<file path="src/rtl/fpu_config_loader.sv">
// fpu_config_loader: fetches a 6-word config record and commits it atomically to the FPU datapath.
// Define FPU_CONFIG_CHECK_EN to flag zero sizes, aliased or misaligned addresses on config_err.
module fpu_config_loader #(
    parameter logic [31:0] CONFIG_BASE = 32'h0000_1000,
    parameter logic [31:0] WORD_STRIDE = 32'd4
) (
    input  logic            clk,
    input  logic            rst_n,
    input  logic            load_config_start,
    input  logic            mapped_data_valid,
    input  logic [31:0]     data_mem,
    output logic            mem_rd,
    output logic [31:0]     address_mem,
    output logic            load_config_done,
    output logic [8:0][7:0] filter,
    output logic [15:0]     image_width,
    output logic [15:0]     image_height,
    output logic [31:0]     start_address,
    output logic [31:0]     result_address,
    output logic            config_err
);
    typedef enum logic [1:0] {IDLE, FETCH, COMMIT, DONE} state_t;
    state_t state, state_nxt;
    logic [2:0] idx;
    logic [31:0] sh_size, sh_src, sh_dst, sh_f0, sh_f1;
    logic [7:0] sh_f8;
    always_ff @(posedge clk or negedge rst_n)
        if (!rst_n) state <= IDLE;
        else state <= state_nxt;
    always_comb begin
        state_nxt = state;
        case (state)
            IDLE, DONE: state_nxt = load_config_start ? FETCH : state;
            FETCH:      state_nxt = idx > 3'd5 ? IDLE : (mapped_data_valid && idx == 3'd5) ? COMMIT : FETCH;
            COMMIT:     state_nxt = DONE;
            default:    state_nxt = IDLE;
        endcase
    end
    always_comb begin
        mem_rd           = state == FETCH;
        address_mem      = mem_rd ? CONFIG_BASE + 32'(idx) * WORD_STRIDE : '0;
        load_config_done = state == DONE;
    end
    // Words land in shadow registers so a partial fetch never reaches the datapath.
    always_ff @(posedge clk or negedge rst_n)
        if (!rst_n) begin
            idx            <= '0;
            sh_size        <= '0;
            sh_src         <= '0;
            sh_dst         <= '0;
            sh_f0          <= '0;
            sh_f1          <= '0;
            sh_f8          <= '0;
            filter         <= '0;
            image_width    <= '0;
            image_height   <= '0;
            start_address  <= '0;
            result_address <= '0;
        end else begin
            idx <= state != FETCH ? 3'd0 : mapped_data_valid ? idx + 3'd1 : idx;
            if (state == FETCH && mapped_data_valid)
                case (idx)
                    3'd0:    sh_size <= data_mem;
                    3'd1:    sh_src  <= data_mem;
                    3'd2:    sh_dst  <= data_mem;
                    3'd3:    sh_f0   <= data_mem;
                    3'd4:    sh_f1   <= data_mem;
                    3'd5:    sh_f8   <= data_mem[7:0];
                    default: ;
                endcase
            if (state == COMMIT) begin
                image_width    <= sh_size[15:0];
                image_height   <= sh_size[31:16];
                start_address  <= sh_src;
                result_address <= sh_dst;
                filter         <= {sh_f8, sh_f1, sh_f0};
            end
        end
`ifdef FPU_CONFIG_CHECK_EN
    always_ff @(posedge clk or negedge rst_n)
        if (!rst_n) config_err <= 1'b0;
        else if (state == COMMIT)
            config_err <= sh_size[15:0] == 16'd0 || sh_size[31:16] == 16'd0 || sh_src == sh_dst
                          || |sh_src[1:0] || |sh_dst[1:0];
`else
    assign config_err = 1'b0;
`endif
endmodule

</file>
<file path="config.mk">
export PLATFORM = sky130hd
export DESIGN_NAME = fpu_config_loader
export DESIGN_NICKNAME = d
export VERILOG_FILES = /design/src/rtl/fpu_config_loader.sv
export SDC_FILE = /design/constraint.sdc
export NUM_CORES = 1
export LEC_CHECK = 0
export CAP_MARGIN = 20
export CORE_AREA = 5 5 215 217
export DETAILED_ROUTE_END_ITERATION = 10
export DIE_AREA = 0 0 220 222
export PLACE_DENSITY = 0.49
export SLEW_MARGIN = 25
export SYNTH_ARGS = -nofsm -noshare
export SYNTH_HDL_FRONTEND = slang
export SYNTH_SLANG_ARGS = --single-unit
export TNS_END_PERCENT = 20
</file>
<file path="constraint.sdc">
create_clock -name clk -period 2.2 [get_ports clk]
set_clock_uncertainty 0.2 [all_clocks]
set_input_delay 0.55 -clock clk [delete_from_list [all_inputs] [get_ports clk]]
set_output_delay 0.55 -clock clk [all_outputs]
set_load 0.05 [all_outputs]
</file>
After elaboration in Yosys (flattened, before gate mapping)
Index checks and enable logic that the tools add are counted.
Widths: inputs -> output; s select.
{ "classes": {"n_eq_ne": 10, "n_lt_le_gt_ge": 1, "n_reduce_logical": 12, "n_addsub": 2, "mux": 7} }
{ "ops": {"columns": ["operator", "count"], "rows": [
  ["$add 13x5->14 const A", 1],
  ["$mux 14", 1],
  ["$reduce_and 2->1", 6],
  ["$eq 3x2->1 const B", 2],
  ["$eq 3x3->1 const B", 2],
  ["$mux 2", 3],
  ["$mux 3", 2],
  ["$pmux 2 s3", 1],
  ["$eq 2x2->1 const B", 2],
  ["$add 3x1->3 const B", 1],
  ["$eq 3x1->1 const B", 1],
  ["$gt 3x3->1 const B", 1],
  ["$logic_not 3->1", 1],
  ["$eq 2x1->1 const B", 1],
  ["$logic_and 1x1->1", 2],
  ["$logic_not 2->1", 1],
  ["$ne 2x1->1 const B", 1],
  ["$ne 2x2->1 const B", 1],
  ["$reduce_bool 2->1", 1],
  ["$reduce_or 2->1", 1]
]} }
{ "word_totals": {"output_inout_bits": 203, "ff_bits": 341, "wordCells": 53, "input_bits": 36} }

Depth between registers and ports, before layout
Gate-level depths: netlist of run 1.
{ "depth": {"ltp_word": 5, "ltp_mapped": 7, "depth_no_buf": 5} }

Worst setup path after synthesis of run 1
OpenSTA, ideal clock, no wires.
{ "synth_timing": {"kind": "reg-to-output", "start": "reg state[1]", "end": "out address_mem[2]", "path_buffers": 1, "setup_slack_ns": -0.219, "required_ns": 1.450, "path_stages_with_launch": 5, "arrival_time_ns": 1.669, "cell_sequence": "dfrtp_1 -> inv_1 -> ha_1 -> buf_2 -> and2_1"} }
{ "synth_via": {"elab_chain_cells": 2} }
{ "synth_lines": {"columns": ["element", "line_no", "source"], "rows": [
  ["from (decl)", "23", "state_t state, state_nxt;"],
  ["from (signal assigned)", "29", "else state <= state_nxt;"],
  ["$eq 2x1->1", "40", "mem_rd = state == FETCH;"],
  ["named net mem_rd", "12", "output logic mem_rd,"],
  ["$mux 14", "41", "address_mem = mem_rd ? CONFIG_BASE + 32'(idx) * WORD_STRIDE : '0;"],
  ["to (decl)", "13", "output logic [31:0] address_mem,"]
]} }
The timed path passes the listed nets, and every way through them passes these cells.

Worst setup path in the final report of run 1
{ "layout_timing": {"start": "reg state[0]", "end": "out address_mem[2]"} }
{ "layout_via": {"elab_chain_cells": 2} }
{ "layout_lines": {"columns": ["element", "line_no"], "rows": [
  ["$eq 2x1->1", "40"],
  ["$mux 14", "41"]
]} }
No other way between the ends.

==> summary.txt, run 1 <==
status: finished with violations
failing checks: setup timing
post-place setup slack: -0.1081 ns
Max-Cap Viols: 0
starting density of the core: 29.78%
placer congestion estimate: 0.7123
synthesized area per cell: 16.73 um2
Post-Syn Area: 13080 um2
hpwl dp: 21460 um
final critical-path setup slack: -0.004548 ns
DR WL/cell: 18.79 um
Clock transition at path regs: 0.06 ns
Setup-failing EPs final: 3
root buffer cell: clkbuf_16
EDFF count, synth: 0
die height: 222 um
Compound-Gate Fraction of Synth Area: 0.2391%
Reg2Reg Launch Point: state[0]$_DFFE_PN0P_
leading cell type in the layout, fill and taps excluded: dfrtp_1
TritonRoute pass-1 iters: 4
Startpoint Class: flip-flop
Worst Hold Class: flip-flop to flip-flop
# DRC: 0
fraction of layout cells with a size suffix above 1: 58.50%
Iter 0 DRT Violations: 230
clk_lat worst skew: 0.53 ns
worst-path fanout max: 5
clk sink count: 341
IO Count: 239
maximum VDD drop: 771.6 uV
final worst path period need: 2.205 ns
Final Cycle Share: 100.2%
Ant. Diodes: 0
number of CTS-inserted buffers: 39
post-synthesis mux area share: 29.12%
Worst EP required: 1.45 ns
chip width: 220 um
Arrival @ worst endpoint: 1.45 ns
H-tree Lvls: 2
CP Class: flip-flop to output port
hold_sp: sh_dst[11]$_DFFE_PN0P_
Syn. warnings: 0
R2R setup slack: 0.17 ns
PD cells: 1604 nW/um2
largest net degree at the start of global routing: 43
Synth cell types: 27
Post-DP Area: 15870 um2
cells after synthesis: 782
vias in the first global route: 7882
R2R Path End: sh_dst[23]$_DFFE_PN0P_
main combinational cell family by area after synthesis: multiplexers
FFs w/ async S/R, synth: 100.0%
hold endpoint: sh_dst[11]$_DFFE_PN0P_
Post-DRT Antenna Nets: 0
register area share after synthesis: 65.23%
Synth-to-Final Area Change: 31.35%
total wire length: 31230 um
Port Buf Inserts: 209
nets: 1086
Slew Limit Fails: 0
Post-synth top flop: dfrtp_1
crit end category: output port
Hold Path Stages: 1
Clock Path Buffers: 3
commonest non-fill, non-tap cells in the layout: dfrtp_1 (340), mux2_2 (329), buf_4 (191), clkbuf_16 (40), clkdlybuf4s50_1 (34)
CTS tree: built
fin util: 39.11%
adder-cell share of the synthesized area: 0.7652%
FF+latch count, synth: 341
initial antenna violation count: 0
Via density: 4.338
Max Freq: 453.6 MHz
XOR/XNOR Fraction of Synth Area: 0.06695%
RSZ-0062 raised after global routing: yes
post-route cell area: 17180 um2
die area: 48840 um2
post-synthesis simple-gate area fraction: 1.014%
via count: 7209
GRT overflow: 0
All-Layer GR Usage: 12.81%
cell row count: 77
Final Hold Vio Count: 0
reg2reg path depth: 6
leak pwr: 8.362 nW
wire length of the first global-routing pass: 48610 um
Core ar.: 43930 um2
cells by family (layout without fill, tap and decap cells):
kind of cell,Yosys count,count (layout)
AO/OA/AOI/OAI,4,4
XOR/XNOR,1,1
adder cells (fa/ha/maj),8,8
buffers and inverters,71,331
flip-flops,341,341
multiplexers,337,337
other,1,29
AND/OR/NAND/NOR,19,19
worst max-delay path by stage:
| stage | start | end | slack [ns] | cells past startpoint |
|---|---|---|---|---|
| after floorplan | state[1]$_DFFE_PN0P_ | address_mem[3] | -0.04 | 4 |
| after global placement | mapped_data_valid | sh_f1[9]$_DFFE_PN0P_ | -0.11 | 5 |
| after detailed placement | mapped_data_valid | sh_f1[4]$_DFFE_PN0P_ | -0.11 | 5 |
| after CTS | state[0]$_DFFE_PN0P_ | address_mem[2] | -0.04 | 3 |
| after global routing | state[0]$_DFFE_PN0P_ | address_mem[2] | -0.06 | 3 |
| final | state[0]$_DFFE_PN0P_ | address_mem[2] | -0.005 | 3 |
where the power goes:
part	internal (mW)	leakage (nW)	switching (mW)
Combinational	4.37	3.35	6.38
Clock	3.80	0.620	2.52
Sequential	8.95	4.40	1.54
repair_timing:
action	in CTS	in global routing
setup endpoints to repair	5	6
hold buffers	1	0
resized for setup	8	0
pin swaps	0	0
hold endpoints to repair	24	0
buffers inserted	3	0
per-layer routing:
metal  wire [um]  track usage [%]  vias up
met5           0                0        -
met4         582            3.866        0
met3        1523            2.676       39
met2       14800            20.22      163
met1       14320            17.80     3782
li1            -                -     3225
sequential cells by signal, summed over array words and instances, names as in the netlist:
register and flops:
filter 72, image_width 16, start_address 32, result_address 32
sh_dst 32, sh_f0 32, image_height 16, sh_f8 8
state 2, sh_f1 32, idx 3, sh_size 32
sh_src 32
cell usage after synthesis, types with 2 or more instances:
master   instances  share of area, %
nor2b_1          3              0.14
buf_6            6              0.52
mux2_4           4              0.46
and2_1           4              0.19
buf_2           28               1.1
nand4_2          2              0.19
nand2_1          2             0.057
ha_1             8              0.77
mux2_1           3              0.26
inv_1            5              0.14
nor2_1           2             0.057
dfrtp_1        341                65
buf_4           31               1.8
mux2_2         329                28
nand2_4          2              0.17
worst max-delay path, cell delays in order, from the launching register on:
cell and delay (ns):
dfrtp_2 0.44, ha_4 0.19, and2_4 0.15, buf_12 0.14
per-stage QoR:
stage	setup TNS (ns)	total power, mW	std cells	hold WS (ns)
final	-0.006677	27.56	1662	0.2905
after global routing	-0.2468	28.96	1662	0.3083
after CTS	-0.1702	28.02	1662	0.2967
after detailed placement	-5.548	21.45	1589	0.2833
after global placement	-5.676	21.27	1589	0.2711
after floorplan	-0.07841	17.63	810	0.05441
layout make-up:
cell class	count	area, um2
multi-input combinational	398	4239
timing repair buffer	257	2391
sequential	341	8534
clock buffer	62	1184
fill	4225	26750
tap	592	740.7
clock inverter	7	75.07
inverter	5	18.77
(Power assumes the default switching activity.)
==> run 2, diff against run 1 <==
--- a/config.mk
+++ b/config.mk
@@ -7,10 +7,12 @@
 export LEC_CHECK = 0
 export CAP_MARGIN = 20
 export CORE_AREA = 5 5 215 217
+export CTS_BUF_LIST = sky130_fd_sc_hd__clkbuf_4
 export DETAILED_ROUTE_END_ITERATION = 10
 export DIE_AREA = 0 0 220 222
+export MAX_ROUTING_LAYER = met4
 export PLACE_DENSITY = 0.49
-export SLEW_MARGIN = 25
+export SLEW_MARGIN = 20
 export SYNTH_ARGS = -nofsm -noshare
 export SYNTH_HDL_FRONTEND = slang
 export SYNTH_SLANG_ARGS = --single-unit
==> run 2 against run 1 <==
Net effect: the flow still finishes with violations (setup timing); critical path depth unchanged; cell count up 6.3%; first-iteration DRC count up 8.7%; worst hold slack worse by 0.054 ns; count of clock-buffer cells in the layout up 81; critical endpoint unchanged; highest routed layer unchanged.
==> summary.txt, run 2 (synthesis results as in run 1) <==
status: finished with violations
failing checks: setup timing
Arrival @ worst endpoint: 1.69 ns (+0.24 ns)
hpwl dp: 21460 um (unchanged)
Final Hold Vio Count: 0 (unchanged)
Port Buf Inserts: 209 (unchanged)
fraction of layout cells with a size suffix above 1: 61.89% (+3.4 points)
Logic pwr share: 41.0% (+2.0 points)
clk sink count: 341 (unchanged)
nets: 1146 (+5.5%)
Worst Hold Class: input port to async pin
placed cells: 1589 (unchanged)
RSZ-0062 raised after global routing: yes
starting density of the core: 29.78% (unchanged)
total wire length: 31990 um (+2.4%)
CTS tree: built
Sw Pwr: 10.74 mW (+2.9%)
DR WL/cell: 18.10 um (-3.7%)
Clock Path Buffers: 3 (unchanged)
die area: 48840 um2 (unchanged)
Via density: 4.305 (-0.75%)
clock power share: 20.8% (-2.2 points)
Setup-failing EPs final: 6 (+3)
die height: 222 um (unchanged)
Reg power frac: 38.2% (about the same)
crit end category: output port
Slew Limit Fails: 0 (unchanged)
Reg2Reg Launch Point: state[0]$_DFFE_PN0P_
reg2reg path depth: 6 (unchanged)
wire length of the first global-routing pass: 50190 um (+3.3%)
leak pwr: 8.628 nW (+3.2%)
non-filler instance count after layout: 1767 (+6.3%)
Final Cycle Share: 111.0% (+11 points)
max FFs per register: 72 (unchanged)
H-tree Lvls: 3 (+1)
worst setup path startpoint: state[0]$_DFFE_PN0P_
Startpoint Class: flip-flop
Core ar.: 43930 um2 (unchanged)
number of CTS-inserted buffers: 93 (+140%)
Post-DRT Antenna Nets: 0 (unchanged)
Worst EP required: 1.45 ns (about the same)
TritonRoute pass-1 iters: 4 (unchanged)
worst-path fanout max: 5 (unchanged)
largest net degree at the start of global routing: 43 (unchanged)
chip width: 220 um (unchanged)
cell row count: 77 (unchanged)
Synth-to-Final Area Change: 35.98%
PD cells: 1570 nW/um2 (-2.1%)
IO Count: 239 (unchanged)
# DRC: 0 (unchanged)
GRT overflow: 0 (unchanged)
commonest non-fill, non-tap cells in the layout: dfrtp_1 (339), mux2_2 (329), buf_6 (156), clkbuf_4 (143), buf_4 (41)
leading cell type in the layout, fill and taps excluded: dfrtp_1
Clock transition at path regs: 0.06 ns (about the same)
All-Layer GR Usage: 13.75% (+0.94 points)
most flop-heavy register: filter
clk_lat worst skew: 0.77 ns (+0.24 ns)
CP Class: flip-flop to output port
Final TNS setup: -1.393 ns (-1.387 ns)
Iter 0 DRT Violations: 250 (+8.7%)
root buffer cell: clkbuf_4
Switching Share: 38.46% (+0.58 points)
final worst path period need: 2.443 ns (+0.2385 ns)
Max Freq: 409.3 MHz (-9.8%)
final critical-path setup slack: -0.2431 ns (-0.2385 ns)
Max-Cap Viols: 0 (unchanged)
via count: 7607 (+5.5%)
initial antenna violation count: 2 (+2)
maximum VDD drop: 901.5 uV (+17%)
placer congestion estimate: 0.7205 (+1.2%)
vias in the first global route: 8389 (+6.4%)
internal power: 17.19 mW (+0.43%)
==> run 2: power groups by stage <==
stage,clock [mW],sequential [mW],combinational [mW]
after floorplan,0,14.0,3.59
after global placement,0,10.6,10.7
after detailed placement,0,10.6,10.8
after CTS,6.10,10.7,11.6
after global routing,6.44,11.0,12.1
final,5.81,10.7,11.5
==> run 2: timing repair <==
item,4_1_cts,5_1_grt
setup endpoints to repair,161,101
setup buffers,4,4
hold buffers,2,0
hold endpoints to repair,326,0
gates resized for setup,163,1
==> run 2: routing by layer <==
metal  wire [um]  global-route usage (%)  vias up
met5           0                       -        -
met4         684                   5.577        0
met3        1539                   3.619       47
met2       14980                   20.23      211
met1       14780                   18.12     3928
li1            -                       -     3421
==> run 2: final timing paths <==
kind / end / slack, ns
worst max-delay path: address_mem[2] / -0.24
worst min-delay path: sh_dst[30]$_DFFE_PN0P_ / 0.24
worst max register to register: sh_src[10]$_DFFE_PN0P_ / 0.16
worst min register to register: image_height[0]$_DFFE_PN0P_ / 0.29
max in group asynchronous: sh_size[30]$_DFFE_PN0P_ / 1.11
min in group clk: state[1]$_DFFE_PN0P_ / 0.24
==> run 2: final cells by class <==
type,count,area [um2]
repair buffers,263,3030
diodes,2,5.005
well taps,592,740.7
clock inverters,23,145.1
fillers,4245,26140
multi-input cells,398,4239
flip-flops and latches,341,8536
clock buffers,143,1074
inverters,5,18.77
==> run 2: through the flow <==
stage / area [um2] / total power, mW / hold slack, ns / utilization (%) / setup slack (ns)
3_5_place_dp: 15870 / 21.45 / 0.2833 / 36.12 / -0.1081
3_3_place_gp: 15870 / 21.27 / 0.2711 / 36.12 / -0.1051
6_report: 17790 / 27.94 / 0.2367 / 40.49 / -0.2431
4_1_cts: 17750 / 28.40 / 0.09738 / 40.41 / -0.3946
5_1_grt: 17790 / 29.49 / 0.1211 / 40.49 / -0.3892
2_1_floorplan: 13190 / 17.63 / 0.05441 / - / -0.03921
==> run 2: critical path, cell delays in order (launching register included) <==
cell and delay, ns:
dfrtp_2 0.44, ha_4 0.19, and2_4 0.15, buf_12 0.14
==> patch 1, RTL diff (config.mk and constraints of run 1) <==
Put one more register stage on the output `image_height`. The value now appears one clock later. The other outputs are not delayed to match.
--- a/src/rtl/fpu_config_loader.sv
+++ b/src/rtl/fpu_config_loader.sv
@@ -20,6 +20,8 @@
     output logic            config_err
 );
     typedef enum logic [1:0] {IDLE, FETCH, COMMIT, DONE} state_t;
+
+    logic [15:0] image_height_s0;
     state_t state, state_nxt;
     logic [2:0] idx;
     logic [31:0] sh_size, sh_src, sh_dst, sh_f0, sh_f1;
@@ -53,7 +55,7 @@
             sh_f8          <= '0;
             filter         <= '0;
             image_width    <= '0;
-            image_height   <= '0;
+            image_height_s0 <= '0;
             start_address  <= '0;
             result_address <= '0;
         end else begin
@@ -70,7 +72,7 @@
                 endcase
             if (state == COMMIT) begin
                 image_width    <= sh_size[15:0];
-                image_height   <= sh_size[31:16];
+                image_height_s0 <= sh_size[31:16];
                 start_address  <= sh_src;
                 result_address <= sh_dst;
                 filter         <= {sh_f8, sh_f1, sh_f0};
@@ -85,5 +87,9 @@
 `else
     assign config_err = 1'b0;
 `endif
+    always_ff @(posedge clk) begin
+        image_height <= image_height_s0;
+    end
+
 endmodule
 
Formal check against the unedited RTL: not equivalent (Yosys sat finds a counterexample within 10 cycles, from zero or initial values and one cycle with rst_n low).
==> patch 1 against run 1 <==
The run still ends with setup timing left; sequential cell count increased by 16; area after synthesis grew 2.3%; sequential share of layout area rose by 1.1 points; worst hold slack got worse by 0.13 ns; cell area grew 1.5%; largest power group is now sequential cells; worst setup slack worse by 0.044 ns; synthesized cell count grew 2.0%; critical endpoint is now address_mem[3]; routed wire length decreased by 1.5%; die area did not move; total power rose by 2.1%.
==> patch 1: results (changes against run 1) <==
outcome: "finished with violations"
violations: "setup timing"
dp_hpwl_mm: 20.6  # -4.2%
power_density_mw_per_mm2: 1610  # +0.56%
grt_first_pass_wirelength_mm: 49.2  # +1.3%
viasPerCell: 4.32  # -0.37%
pwr-share-clk: 0.238  # +0.008
crit_family: "flip-flops"
path_max_fanout: 8  # +3
min_from: "image_height_s0[1]"
num_vias: 7217  # +0.11%
cpMaxStageDelayCell: "dfrtp_1"
cts_buffers: 41  # +5.1%
ys_types: 27  # unchanged
leakage_nw: 8.45  # +1.0%
ys.flop_type: "dfrtp_1"
placed_cell_area_mm2: 0.0161  # +1.5%
antenna_found_initial: 1  # +1
p_sw_frac: 0.371  # -0.00802
synthMuxAreaShare: 0.283  # -0.00776
max_stage_delay_ns: 0.39  # -0.05 ns
drive_gt1_frac: 0.569  # -0.0164
synthArstFlopShare: 0.955  # -0.0448
ctsResizeCount: 7  # -1
seq_area_frac_synth: 0.661  # +0.00905
worstMarginPinSlew_ns: 0.525
p_seq_frac: 0.383  # +0.002
routed_wl_mm: 30.8  # -1.5%
grt_pass1_vias: 8021  # +1.8%
placed_cells: 1598  # +0.57%
synth_top_cells_by_area: "dfrtp_1 64%, mux2_2 28%, dfxtp_1 2.4%"
setup_viol: 6  # +3
timing.rr.end: "sh_f1[27]"
drtIter0Drc: 234  # +1.7%
final.setup.worst_slack_ns: -0.0483  # -0.0437 ns
min_to: "image_height[1]"
ir_drop_uv: 923  # +20%
synthAdderAreaFrac: 0.00748  # -0.000175
arrival_ns: 1.50  # +0.05 ns
holdWs_ns: 0.163  # -0.127 ns
grtUsageTotal: 0.129  # +0.000591
yosys-top-cells-count: "341 x dfrtp_1, 329 x mux2_2, 31 x buf_4"
largest_reg_flops: 72  # unchanged
final_nets: 1096  # +0.92%
dpl_worst_slack_ns: -0.107  # +0.000960 ns
synth-xor-area-share: 0.000654  # -0.0000153
holdPathStages: 0  # -1
tns_ns: -0.212  # -0.206 ns
avgSynthCellArea_um2: 16.8  # +0.28%
[patch 1: final cells by class]
cell class,count,area (um^2)
Sequential cell,357,8850
Clock buffer,57,1140
Multi-Input combinational cell,398,4220
Fill cell,4198,26500
Inverter,5,18.8
Clock inverter,12,164
Timing Repair Buffer,249,2300
Tap cell,592,741
[patch 1: layer usage]
metal  global-route usage  share of wire  vias to the layer above
met5                    0        0.00046                        -
met4               0.0401          0.023                        2
met3               0.0407          0.069                       50
met2                0.203           0.47                      153
met1                0.170           0.44                     3757
li1                     -              -                     3255
[patch 1: worst max-delay path by stage]
stage / from / to / slack (ns)
after floorplan: state[1] / address_mem[3] / -0.04
after global placement: mapped_data_valid / sh_f1[29] / -0.11
after detailed placement: mapped_data_valid / sh_f1[27] / -0.11
after CTS: state[1] / address_mem[3] / -0.19
after global routing: state[1] / address_mem[3] / -0.14
final: state[1] / address_mem[3] / -0.05
==> patch 2, RTL diff (flow settings as in run 1) <==
Made on the original files. The option `FPU_CONFIG_CHECK_EN` is turned on by a define.
--- a/src/rtl/fpu_config_loader.sv
+++ b/src/rtl/fpu_config_loader.sv
@@ -1,5 +1,7 @@
 // fpu_config_loader: fetches a 6-word config record and commits it atomically to the FPU datapath.
 // Define FPU_CONFIG_CHECK_EN to flag zero sizes, aliased or misaligned addresses on config_err.
+`define FPU_CONFIG_CHECK_EN
+
 module fpu_config_loader #(
     parameter logic [31:0] CONFIG_BASE = 32'h0000_1000,
     parameter logic [31:0] WORD_STRIDE = 32'd4
Behaviour: no difference found for any inputs over 4 cycles, from zero or initial values and one cycle with rst_n low; that may be too few to reach the edited logic, so the function may still have changed.
==> patch 2 against run 1 <==
The run still ends with setup timing left; sequential cell count is 1 higher; count of clock-buffer cells in the layout is 2 higher; worst setup slack worse by 0.0053 ns; area after synthesis is 5.3% higher; utilization is 1.7 points higher; via count is 6.7% higher; total power is 5.4% higher; critical path depth stayed put; worst hold slack hardly changed; routed wire length is 12% higher; clock power is 2% higher; cell area is 4.4% higher; die area stayed put; largest cell class unchanged.
==> patch 2: results (changes against run 1) <==
grt_use_met3: 0.0359  # +0.00915
drive_gt1_frac: 0.561  # -0.0240
placed_cell_area_mm2: 0.0166  # +4.5%
drtIter0Drc: 246  # +7.0%
multi_input_gates: 453  # +14%
wl_met3_mm: 2.09  # +37%
signal_buffers: 258  # +0.39%
placed_cells: 1645  # +3.5%
multi_input_area_share: 0.272  # +0.0258
wl_met2_mm: 16.4  # +11%
leakage_nw: 8.75  # +4.7%
grt_pass1_vias: 8358  # +6.0%
dpl_worst_slack_ns: -0.136  # -0.0283 ns
outcome: "finished with violations"
fill_cells: 4152  # -1.7%
violations: "setup timing"
clock_buffers: 64  # +3.2%
avgSynthCellArea_um2: 16.4  # -1.7%
syn_inst: 838  # +7.2%
ir_drop_uv: 860  # +11%
grtUsageTotal: 0.143  # +0.0148
hp-class: "in -> async"
final.setup.worst_slack_ns: -0.00987  # -0.00532 ns
cts_buffers: 40  # +2.6%
setup_viol: 1  # -2
endpoint: "address_mem[4]"
register_area_mm2: 0.00856  # +0.29%
synth_top_cells_by_area: "dfrtp_1 62%, mux2_2 23%, mux2_4 6.5%"
synth-seq-cells: 342  # +0.29%
area_growth_syn_to_layout_pct: 30.2
intPower_mw: 17.9  # +4.6%
viasPerCell: 4.47  # +3.0%
grtUsageMet1: 0.198  # +0.0197
buffer_area_frac: 0.136  # -0.00284
holdWs_ns: 0.291  # +0.000150 ns
detail_route.wl_per_cell_um: 20.3  # +7.8%
grt_max_degree: 64  # +49%
wl_met1_mm: 15.8  # +10%
ys_types: 31  # +15%
grt_first_pass_wirelength_mm: 53.7  # +10%
met2_usage: 0.223  # +0.0206
place_congestion: 0.713  # about the same
dp_hpwl_mm: 24.9  # +16%
## patch 2: power groups by stage
stage                     clock [mW]  combinational (mW)  sequential, mW
after floorplan                    0                4.52            14.1
after global placement             0                11.6            11.1
after detailed placement           0                11.7            11.1
after CTS                       6.74                11.8            11.0
after global routing            6.97                12.3            11.3
final                           6.46                11.6            10.9
## patch 2: cells by family (layout without fill, tap and decap cells)
family / count (synthesis) / count (layout) / share of synthesized area
xor+xnor: 33 / 33 / 0.0210
mux: 337 / 337 / 0.292
flops: 342 / 342 / 0.621
buf+inv: 70 / 335 / 0.0347
fa+ha+maj: 8 / 8 / 0.00727
simple gates: 41 / 41 / 0.0205
other cells: 1 / 28 / 0.000272
compound gates: 6 / 6 / 0.00309
## patch 2: timing repair
action / CTS / global route
buffers inserted: 4 / 0
gates resized for setup: 8 / 0
endpoints found under the setup margin: 5 / 6
gates cloned: 0 / 0
pin swaps: 1 / 1
endpoints found under the hold margin: 41 / 0
hold buffers: 1 / 0
